**src/rtl/adder_share_arbiter.sv**
```systemverilog
// adder_share_arbiter
//   Round-robin sharing of one W-bit two's-complement adder between NREQ
//   requesters. One operand pair is forwarded at a time over the adder
//   valid/ack handshake; the result returns to the winner with a one-cycle
//   req_ack strobe. All outputs are registered.
//
//   Optional build macro: ADDER_ARB_TIMEOUT_EN
//     defined     - a 10-bit watchdog aborts a transaction after TO_CYC
//                   ISSUE cycles without Adder_ack (rsp_exc = 2'b11).
//     not defined - ISSUE waits indefinitely for Adder_ack.
//
//   state | meaning
//   ------+-----------------------------------------------------------
//   IDLE  | no transaction; arbitrate among req_valid from rr_ptr
//   ISSUE | Adder_valid high, operands held, waiting for Adder_ack
//   RESP  | req_ack[g] high for this one cycle; never arbitrated
module adder_share_arbiter #(
  parameter int W    = 25,
  parameter int NREQ = 2,
  parameter int IDW  = (NREQ > 1) ? $clog2(NREQ) : 1
`ifdef ADDER_ARB_TIMEOUT_EN
  ,
  parameter int TO_CYC = 64
`endif
) (
  input  logic              CLK,
  input  logic              RSTK,
  input  logic [NREQ-1:0]   req_valid,
  input  logic [NREQ*W-1:0] req_a,
  input  logic [NREQ*W-1:0] req_b,
  output logic [NREQ-1:0]   req_ack,
  output logic [W-1:0]      rsp_dout,
  output logic              rsp_cout,
  output logic [1:0]        rsp_exc,
  output logic [IDW-1:0]    gnt_id,
  output logic              busy,
  output logic [W-1:0]      Adder_datain1,
  output logic [W-1:0]      Adder_datain2,
  output logic              Adder_valid,
  input  logic [1:0]        Adder_Exc,
  input  logic [W-1:0]      Adder_dataout,
  input  logic              Adder_carryout,
  input  logic              Adder_ack
);

  typedef enum logic [1:0] {
    S_IDLE  = 2'd0,
    S_ISSUE = 2'd1,
    S_RESP  = 2'd2
  } state_t;

  localparam logic [IDW:0] NREQ_W = (IDW+1)'(NREQ);

  state_t            state_q, state_d;
  logic [IDW-1:0]    rr_ptr_q, rr_ptr_d;
  logic [IDW-1:0]    gnt_q, gnt_d;
  logic [W-1:0]      din1_q, din1_d;
  logic [W-1:0]      din2_q, din2_d;
  logic              avalid_q, avalid_d;
  logic [NREQ-1:0]   ack_q, ack_d;
  logic [W-1:0]      dout_q, dout_d;
  logic              cout_q, cout_d;
  logic [1:0]        exc_q, exc_d;
  logic              busy_q, busy_d;

`ifdef ADDER_ARB_TIMEOUT_EN
  localparam logic [9:0] WDOG_LAST = 10'(TO_CYC - 1);
  logic [9:0]        wdog_q, wdog_d;
`endif

  // Arbitration result: first valid requester at or after rr_ptr, wrapping.
  logic              win_found;
  logic [IDW-1:0]    win_idx;
  logic [IDW:0]      cand;
  logic [W-1:0]      sel_a;
  logic [W-1:0]      sel_b;
  logic [IDW:0]      rr_next;

  // Round-robin scan starting at rr_ptr; candidate index wraps modulo NREQ.
  always_comb begin
    win_found = 1'b0;
    win_idx   = '0;
    cand      = '0;
    for (int off = 0; off < NREQ; off++) begin
      cand = {1'b0, rr_ptr_q} + (IDW+1)'(off);
      if (cand >= NREQ_W) begin
        cand = cand - NREQ_W;
      end
      if (!win_found && req_valid[cand[IDW-1:0]]) begin
        win_found = 1'b1;
        win_idx   = cand[IDW-1:0];
      end
    end
  end

  // Operand mux for the winning requester.
  always_comb begin
    sel_a = '0;
    sel_b = '0;
    for (int i = 0; i < NREQ; i++) begin
      if (win_idx == IDW'(i)) begin
        sel_a = req_a[i*W +: W];
        sel_b = req_b[i*W +: W];
      end
    end
  end

  // Pointer advance after a completed grant: one past the grantee, wrapping.
  always_comb begin
    rr_next = {1'b0, gnt_q} + (IDW+1)'(1);
    if (rr_next >= NREQ_W) begin
      rr_next = '0;
    end
  end

  // Next-state and registered-output logic; everything holds unless changed.
  always_comb begin
    state_d  = state_q;
    rr_ptr_d = rr_ptr_q;
    gnt_d    = gnt_q;
    din1_d   = din1_q;
    din2_d   = din2_q;
    avalid_d = avalid_q;
    ack_d    = '0;
    dout_d   = dout_q;
    cout_d   = cout_q;
    exc_d    = exc_q;
    busy_d   = busy_q;
`ifdef ADDER_ARB_TIMEOUT_EN
    wdog_d   = wdog_q;
`endif
    unique case (state_q)
      S_IDLE: begin
        if (win_found) begin
          din1_d   = sel_a;
          din2_d   = sel_b;
          avalid_d = 1'b1;
          gnt_d    = win_idx;
          busy_d   = 1'b1;
          state_d  = S_ISSUE;
`ifdef ADDER_ARB_TIMEOUT_EN
          wdog_d   = '0;
`endif
        end
      end
      S_ISSUE: begin
        if (Adder_ack) begin
          dout_d   = Adder_dataout;
          cout_d   = Adder_carryout;
          exc_d    = Adder_Exc;
          ack_d    = NREQ'(1) << gnt_q;
          avalid_d = 1'b0;
          din1_d   = '0;
          din2_d   = '0;
          state_d  = S_RESP;
        end
`ifdef ADDER_ARB_TIMEOUT_EN
        // A silent adder is abandoned; the requester sees exception 2'b11.
        else if (wdog_q == WDOG_LAST) begin
          dout_d   = '0;
          cout_d   = 1'b0;
          exc_d    = 2'b11;
          ack_d    = NREQ'(1) << gnt_q;
          avalid_d = 1'b0;
          din1_d   = '0;
          din2_d   = '0;
          state_d  = S_RESP;
        end else begin
          wdog_d   = wdog_q + 10'd1;
        end
`endif
      end
      S_RESP: begin
        // No arbitration here so a requester still showing its old valid
        // during the strobe cycle is not served twice.
        busy_d   = 1'b0;
        rr_ptr_d = rr_next[IDW-1:0];
        state_d  = S_IDLE;
      end
      default: begin
        state_d = S_IDLE;
      end
    endcase
  end

  // State and output registers with synchronous active-high reset.
  always_ff @(posedge CLK) begin
    if (RSTK) begin
      state_q  <= S_IDLE;
      rr_ptr_q <= '0;
      gnt_q    <= '0;
      din1_q   <= '0;
      din2_q   <= '0;
      avalid_q <= 1'b0;
      ack_q    <= '0;
      dout_q   <= '0;
      cout_q   <= 1'b0;
      exc_q    <= 2'b00;
      busy_q   <= 1'b0;
`ifdef ADDER_ARB_TIMEOUT_EN
      wdog_q   <= '0;
`endif
    end else begin
      state_q  <= state_d;
      rr_ptr_q <= rr_ptr_d;
      gnt_q    <= gnt_d;
      din1_q   <= din1_d;
      din2_q   <= din2_d;
      avalid_q <= avalid_d;
      ack_q    <= ack_d;
      dout_q   <= dout_d;
      cout_q   <= cout_d;
      exc_q    <= exc_d;
      busy_q   <= busy_d;
`ifdef ADDER_ARB_TIMEOUT_EN
      wdog_q   <= wdog_d;
`endif
    end
  end

  assign req_ack       = ack_q;
  assign rsp_dout      = dout_q;
  assign rsp_cout      = cout_q;
  assign rsp_exc       = exc_q;
  assign gnt_id        = gnt_q;
  assign busy          = busy_q;
  assign Adder_datain1 = din1_q;
  assign Adder_datain2 = din2_q;
  assign Adder_valid   = avalid_q;

endmodule
```
**config.mk**
```make
export PLATFORM = sky130hd
export DESIGN_NAME = adder_share_arbiter
export DESIGN_NICKNAME = d
export VERILOG_FILES = /design/src/rtl/adder_share_arbiter.sv
export SDC_FILE = /design/constraint.sdc
export NUM_CORES = 1
export LEC_CHECK = 0
export ABC_AREA = 1
export CORE_ASPECT_RATIO = 0.7
export CORE_MARGIN = 1
export CORE_UTILIZATION = 40
export DETAILED_ROUTE_END_ITERATION = 10
export GPL_TIMING_DRIVEN = 1
export PLACE_DENSITY = 0.81
export RECOVER_POWER = 50
export SLEW_MARGIN = 15
export SYNTH_ARGS = -nofsm -noshare
export SYNTH_HDL_FRONTEND = slang
export SYNTH_SLANG_ARGS = --single-unit
```
**constraint.sdc**
```tcl
create_clock -name CLK -period 1.6 [get_ports CLK]
set_input_delay 0.16 -clock CLK [delete_from_list [all_inputs] [get_ports CLK]]
set_output_delay 0.16 -clock CLK [all_outputs]
set_load 0.01 [all_outputs]
```
# Word-level counts from Yosys, hierarchy flattened
# Cells that the tools add are included.
dict set report totals {
  regBits 86
  in_bits 133
  output_inout_bits 83
  word_cells 63
}
dict set report op_classes {
  add_sub_neg 4
  n_lt_le_gt_ge 5
  n_eq_ne 4
  n_shift 1
  n_mux 25
  bitwise_logic 2
  reduce_logical 11
}
# operator count
set ops {}
lappend ops {{25-bit 2-to-1 mux} 5}
lappend ops {{25-bit one-hot mux with 2 select lines} 2}
lappend ops {{1-bit 2-to-1 mux} 13}
lappend ops {{2-bit AND reduction} 4}
lappend ops {{1-bit by 1-bit adder with 2-bit output, second input constant} 2}
lappend ops {{2-bit >= comparator, second input constant} 2}
lappend ops {{1-bit by 2-bit less-than comparator with 1-bit output, second input constant} 2}
lappend ops {{2-bit 2-to-1 mux} 2}
lappend ops {{2-bit inequality test, second input constant} 2}
lappend ops {{1-bit one-hot mux with 2 select lines} 2}
lappend ops {{2-bit one-hot mux with 2 select lines} 1}
lappend ops {{2-bit nonzero test} 2}
lappend ops {{3-bit AND reduction} 1}
lappend ops {{3-bit OR reduction} 1}
lappend ops {{2-bit by 1-bit equality test with 1-bit output, second input constant} 1}
lappend ops {{2-bit equality test, second input constant} 1}
lappend ops {{1-bit by 2-bit >= comparator with 1-bit output, second input constant} 1}
lappend ops {{2-bit zero test} 1}
lappend ops {{1-bit inverter} 2}
lappend ops {{1-bit by 1-bit << shifter with 2-bit output, first input constant} 1}
lappend ops {{1-bit subtractor, second input constant} 2}
lappend ops {{1-bit logical AND} 1}
lappend ops {{1-bit zero test} 1}

# Depth between registers and ports, before layout
dict set report depth {
  depth_word 11
  mapped_depth 7
  ltp_nobuf 6
}

# Worst setup path after synthesis
# Ideal clock, no wire load.
dict set report synth_timing {
  path_kind {flip-flop to flip-flop}
  from {register rr_ptr_q}
  to {register din1_q[12] (netlist: Adder_datain1[12])}
  setup_time_ns 0.140
  arrival_time_ns 0.953
  required_ns 1.460
  path_slack_ns 0.507
  stages_incl_launch_ff 7
  n_path_buf 1
  synth_period_minus_slack_ns 1.093
  path_cell_list {dfxtp_1 > inv_1 > nand2_1 > clkbuf_1 > nand3_1 > nand3_1 > a21oi_1}
}
dict set report synth_between {
  elab_chain_cells 11
  word_cells_on_any_way 22
  cone_classes {add/sub: 3; order compare: 2; eq/ne: 1; mux: 13; reduce/logical: 3}
}
# element line_no
set synth_lines {}
lappend synth_lines {{start, declared} 55} ;# logic [IDW-1:0] rr_ptr_q, rr_ptr_d;
lappend synth_lines {{start signal, assigned} 205} ;# rr_ptr_q <= rr_ptr_d;
lappend synth_lines {{1-bit by 2-bit >= comparator with 1-bit output / 1-bit subtractor (equally long branches)} {86, 87}}
lappend synth_lines {{1-bit 2-to-1 mux} 86} ;# if (cand >= NREQ_W) begin
lappend synth_lines {{1-bit 2-to-1 mux (implied by the code) (2 in a row)} 89} ;# if (!win_found && req_valid[cand[IDW-1:0]]) begin
lappend synth_lines {{1-bit 2-to-1 mux} 89}
lappend synth_lines {{1-bit zero test} 89}
lappend synth_lines {{1-bit logical AND} 89}
lappend synth_lines {{1-bit 2-to-1 mux} 89}
lappend synth_lines {{25-bit 2-to-1 mux} 101} ;# if (win_idx == IDW'(i)) begin
lappend synth_lines {{25-bit 2-to-1 mux} 134} ;# if (win_found) begin
lappend synth_lines {{25-bit one-hot mux with 2 select lines} 132} ;# unique case (state_q)
lappend synth_lines {{end signal, assigned} 207} ;# din1_q <= din1_d;
lappend synth_lines {{end, declared} 57} ;# logic [W-1:0] din1_q, din1_d;
# Several ways; a longest one is shown, not always the timed one. The select of a mux whose other input is x is not followed.
# A chain may end at the register's enable or synchronous reset.

# Worst setup path in the final report
dict set report layout_timing {
  from {register gnt_q (netlist: gnt_id)}
  to {output port gnt_id}
}
# element line_no
set layout_lines {}
lappend layout_lines {{start, declared} 56} ;# logic [IDW-1:0] gnt_q, gnt_d;
lappend layout_lines {{start signal, assigned} 206} ;# gnt_q <= gnt_d;
lappend layout_lines {{end, declared} 35} ;# output logic [IDW-1:0] gnt_id,
# No word-level cell between the ends.

==> results_dict.tcl <==
set metrics [dict create \
    finalCritPeriodShare 0.903 \
    syn_area_um2 4150 \
    p_per_area_nw_per_um2 966 \
    clk_path_buf_depth 2 \
    post_drt_wl_per_cell_um 14.6 \
    ff2ff_setup_slack_ns 0.24 \
    initial_core_util 0.421 \
    syn_inst 599 \
    hp-class "primary input to flop" \
    hold_slack_ns 0.306 \
    setup_tns_ns 0 \
    top_layer "met4" \
    critPathSlowestCell "clkdlybuf4s50_1" \
    post_cts_buffers 0 \
    ys_ff_latch 86 \
    holdBufCountCts 0 \
    maxSlewHeadroom 0.718 \
    drt-met1-wl_mm 5.47 \
    grt_max_degree 87 \
    hold_end "state_q[1]" \
    area_growth_pct 62.3 \
    crit_chain "clkdlybuf4s50_1" \
    syn_nets 732 \
    setup_viol 0 \
    cts_buffers 9 \
    worst_setup_path_start_kind "flop" \
    ys_warn_count 0 \
    cap_viol_max_count 0 \
    remaining_drc_errors 0 \
    vias_per_cell 5.06 \
    antenna_found_initial 0 \
    placed_cell_area_um2 6400 \
    wl_met2_mm 6.54 \
    clk_pin_slew_ns 0.06 \
    worst_pin_slew_ns 0.423 \
    dr.pass1.iters 4 \
    worstPathRequired_ns 1.44 \
    cp-end-kind "output port" \
    timing.final.max_slew_violations 0 \
    seq_area_frac_synth 0.415 \
    grt_use_total 0.248 \
    critPathKind "flop to output port" \
    fmax_ghz 0.693 \
    fp.dieArea_um2 10800 \
    layout.cells.non_filler 924 \
    cp.arrival_ns 1.28 \
    rr_worst_depth 5 \
    critical_path.top_delay_family "buffers and inverters" \
    total_leakage_power_nw 2.91 \
    coreArea_um2 9870 \
    gp_congestion 0.828 \
    status "complete, no violations" \
    avgSynthCellArea_um2 6.93 \
    power.total_mw 6.51 \
    grt_pass1_wl_mm 20.9 \
    num_io_pins 216 \
    rr_startpoint "state_q[0]" \
    ctsResizeCount 0 \
    placed_cells 908 \
    layout.nets 924 \
    cpPeakStageDelay_ns 0.57 \
    rr_endpoint "rsp_dout[23]" \
    worstHoldPathCells 3 \
    period_needed_ns 1.44 \
    cts_root_buf "clkbuf_16" \
    final_cell_area_um2 6740 \
    min_from "RSTK" \
    vias 4679 \
    ant_nets 0 \
    hpwlAfterDp_mm 9.56 \
    rows 30 \
    ir_drop_mv 0.646 \
    cts_tree "yes" \
    grt_overflow_total 0 \
    hold_violations 0 \
    die_h_um 87.3 \
    yosysUniqueCellTypes 19 \
    wl_met3_mm 1.29 \
    rsz0062_at_grt "no" \
    crit_path_max_fanout 4 \
    drt-initial-drc-count 299 \
    clock-sinks 86 \
    worst_clock_skew_ns 0.00640 \
    io_buffers 215 \
    fp.dieW_um 124 \
    antennaDiodeCount 0 \
    cp.buffers_inverters 1 \
    grt_pass1_vias 4301 \
    h-tree-depth 3 \
    drive_above_1_share 0.0553 \
    finalWirelength_mm 13.5 \
    clock_latency_ns 0.33 \
]
kinds of logic (layout without fill, tap and decap cells):
logic type | after synthesis | after routing | share of synthesized area
buf+inv | 155 | 352 | 0.161
compound gates | 84 | 84 | 0.110
flops | 86 | 86 | 0.415
simple gates | 274 | 274 | 0.315
cells in the mapped netlist:
| cell | n | area share |
|---|---|---|
| buf_6 | 6 | 0.016 |
| nor3_1 | 2 | 0.0024 |
| inv_1 | 104 | 0.094 |
| nand3_1 | 173 | 0.21 |
| dfxtp_1 | 86 | 0.41 |
| clkbuf_1 | 14 | 0.013 |
| buf_2 | 26 | 0.031 |
| o21ai_4 | 1 | 0.0039 |
| inv_2 | 1 | 0.00090 |
| buf_4 | 2 | 0.0036 |
| nor2_1 | 4 | 0.0036 |
| buf_1 | 2 | 0.0018 |
| nor2_4 | 2 | 0.0054 |
| nand2_4 | 1 | 0.0027 |
| nand2_1 | 86 | 0.078 |
| a21oi_1 | 76 | 0.092 |
| nand3_2 | 6 | 0.014 |
| a21oi_2 | 6 | 0.013 |
| a211oi_1 | 1 | 0.0018 |
cell type report:
class	count	area (µm²)
Clock buffer	11	253
Clock inverter	5	129
Fill cell	803	3130
Inverter	105	394
Multi-Input combinational cell	358	1720
Sequential cell	86	1720
Tap cell	128	160
Timing Repair Buffer	231	2360
cell usage in the layout, fill, tap and decap left out:
| cell type | count |
|---|---|
| a211oi_1 | 1 |
| clkbuf_8 | 2 |
| nand3_2 | 1 |
| clkdlybuf4s50_1 | 213 |
| buf_2 | 2 |
| buf_12 | 8 |
| clkbuf_2 | 1 |
| nand3_1 | 178 |
| buf_4 | 7 |
| nor2_4 | 1 |
| nand2_2 | 1 |
| o21ai_0 | 1 |
| inv_1 | 105 |
| bufinv_16 | 4 |
| nor3_1 | 2 |
| a21oi_2 | 6 |
| nor2_1 | 5 |
| dfxtp_1 | 86 |
| clkbuf_16 | 9 |
| nand2_4 | 1 |
| a21oi_1 | 76 |
| clkinv_4 | 1 |
| nand2_1 | 85 |
how the worst max path moves through the flow:
stage	depth (start not counted)	end	slack [ns]	start
floorplan	6	Adder_datain1[12]	0.51	rr_ptr_q
global placement	7	Adder_datain2[0]	0.06	req_valid[0]
detailed placement	7	Adder_datain2[10]	-0.01	req_valid[0]
CTS	1	gnt_id	0.13	gnt_id
global route	5	Adder_datain2[5]	0.09	req_valid[0]
finish	1	gnt_id	0.16	gnt_id
worst register-to-register path, stage by stage, from the launching register on:
cell and delay [ns]:
dfxtp_1 0.33, inv_1 0.07, nor2_1 0.20, buf_4 0.34
nand3_1 0.12, a21oi_1 0.21
per-stage QoR:
step / util / worst slack (ns)
final: 0.683 / 0.156
after global routing: 0.683 / 0.0932
after CTS: 0.687 / 0.133
after detailed placement: 0.649 / -0.0149
after global placement: 0.649 / 0.0620
after floorplan: - / 0.507
registers in the layout (all words and copies together) (netlist names):
| register | count |
|---|---|
| state_q | 2 |
| rsp_dout | 25 |
| Adder_datain1 | 25 |
| Adder_datain2 | 25 |
| req_ack | 2 |
| rsp_cout | 1 |
| gnt_id | 1 |
| rsp_exc | 2 |
| busy | 1 |
| rr_ptr_q | 1 |
| Adder_valid | 1 |
layer usage:
layer  track usage  up-vias
li1              -     2309
met1         0.306     2101
met2         0.420      252
met3        0.0661       17
met4        0.0745        0
met5             0        -
power breakdown:
group          leakage [nW]  internal [mW]  switching [mW]
combinational          2.02          0.809           0.704
clock                 0.186           1.77           0.825
sequential            0.706           2.31          0.0934
total                  2.91           4.89            1.62
Note: power is estimated with default switching activity, not from simulation.
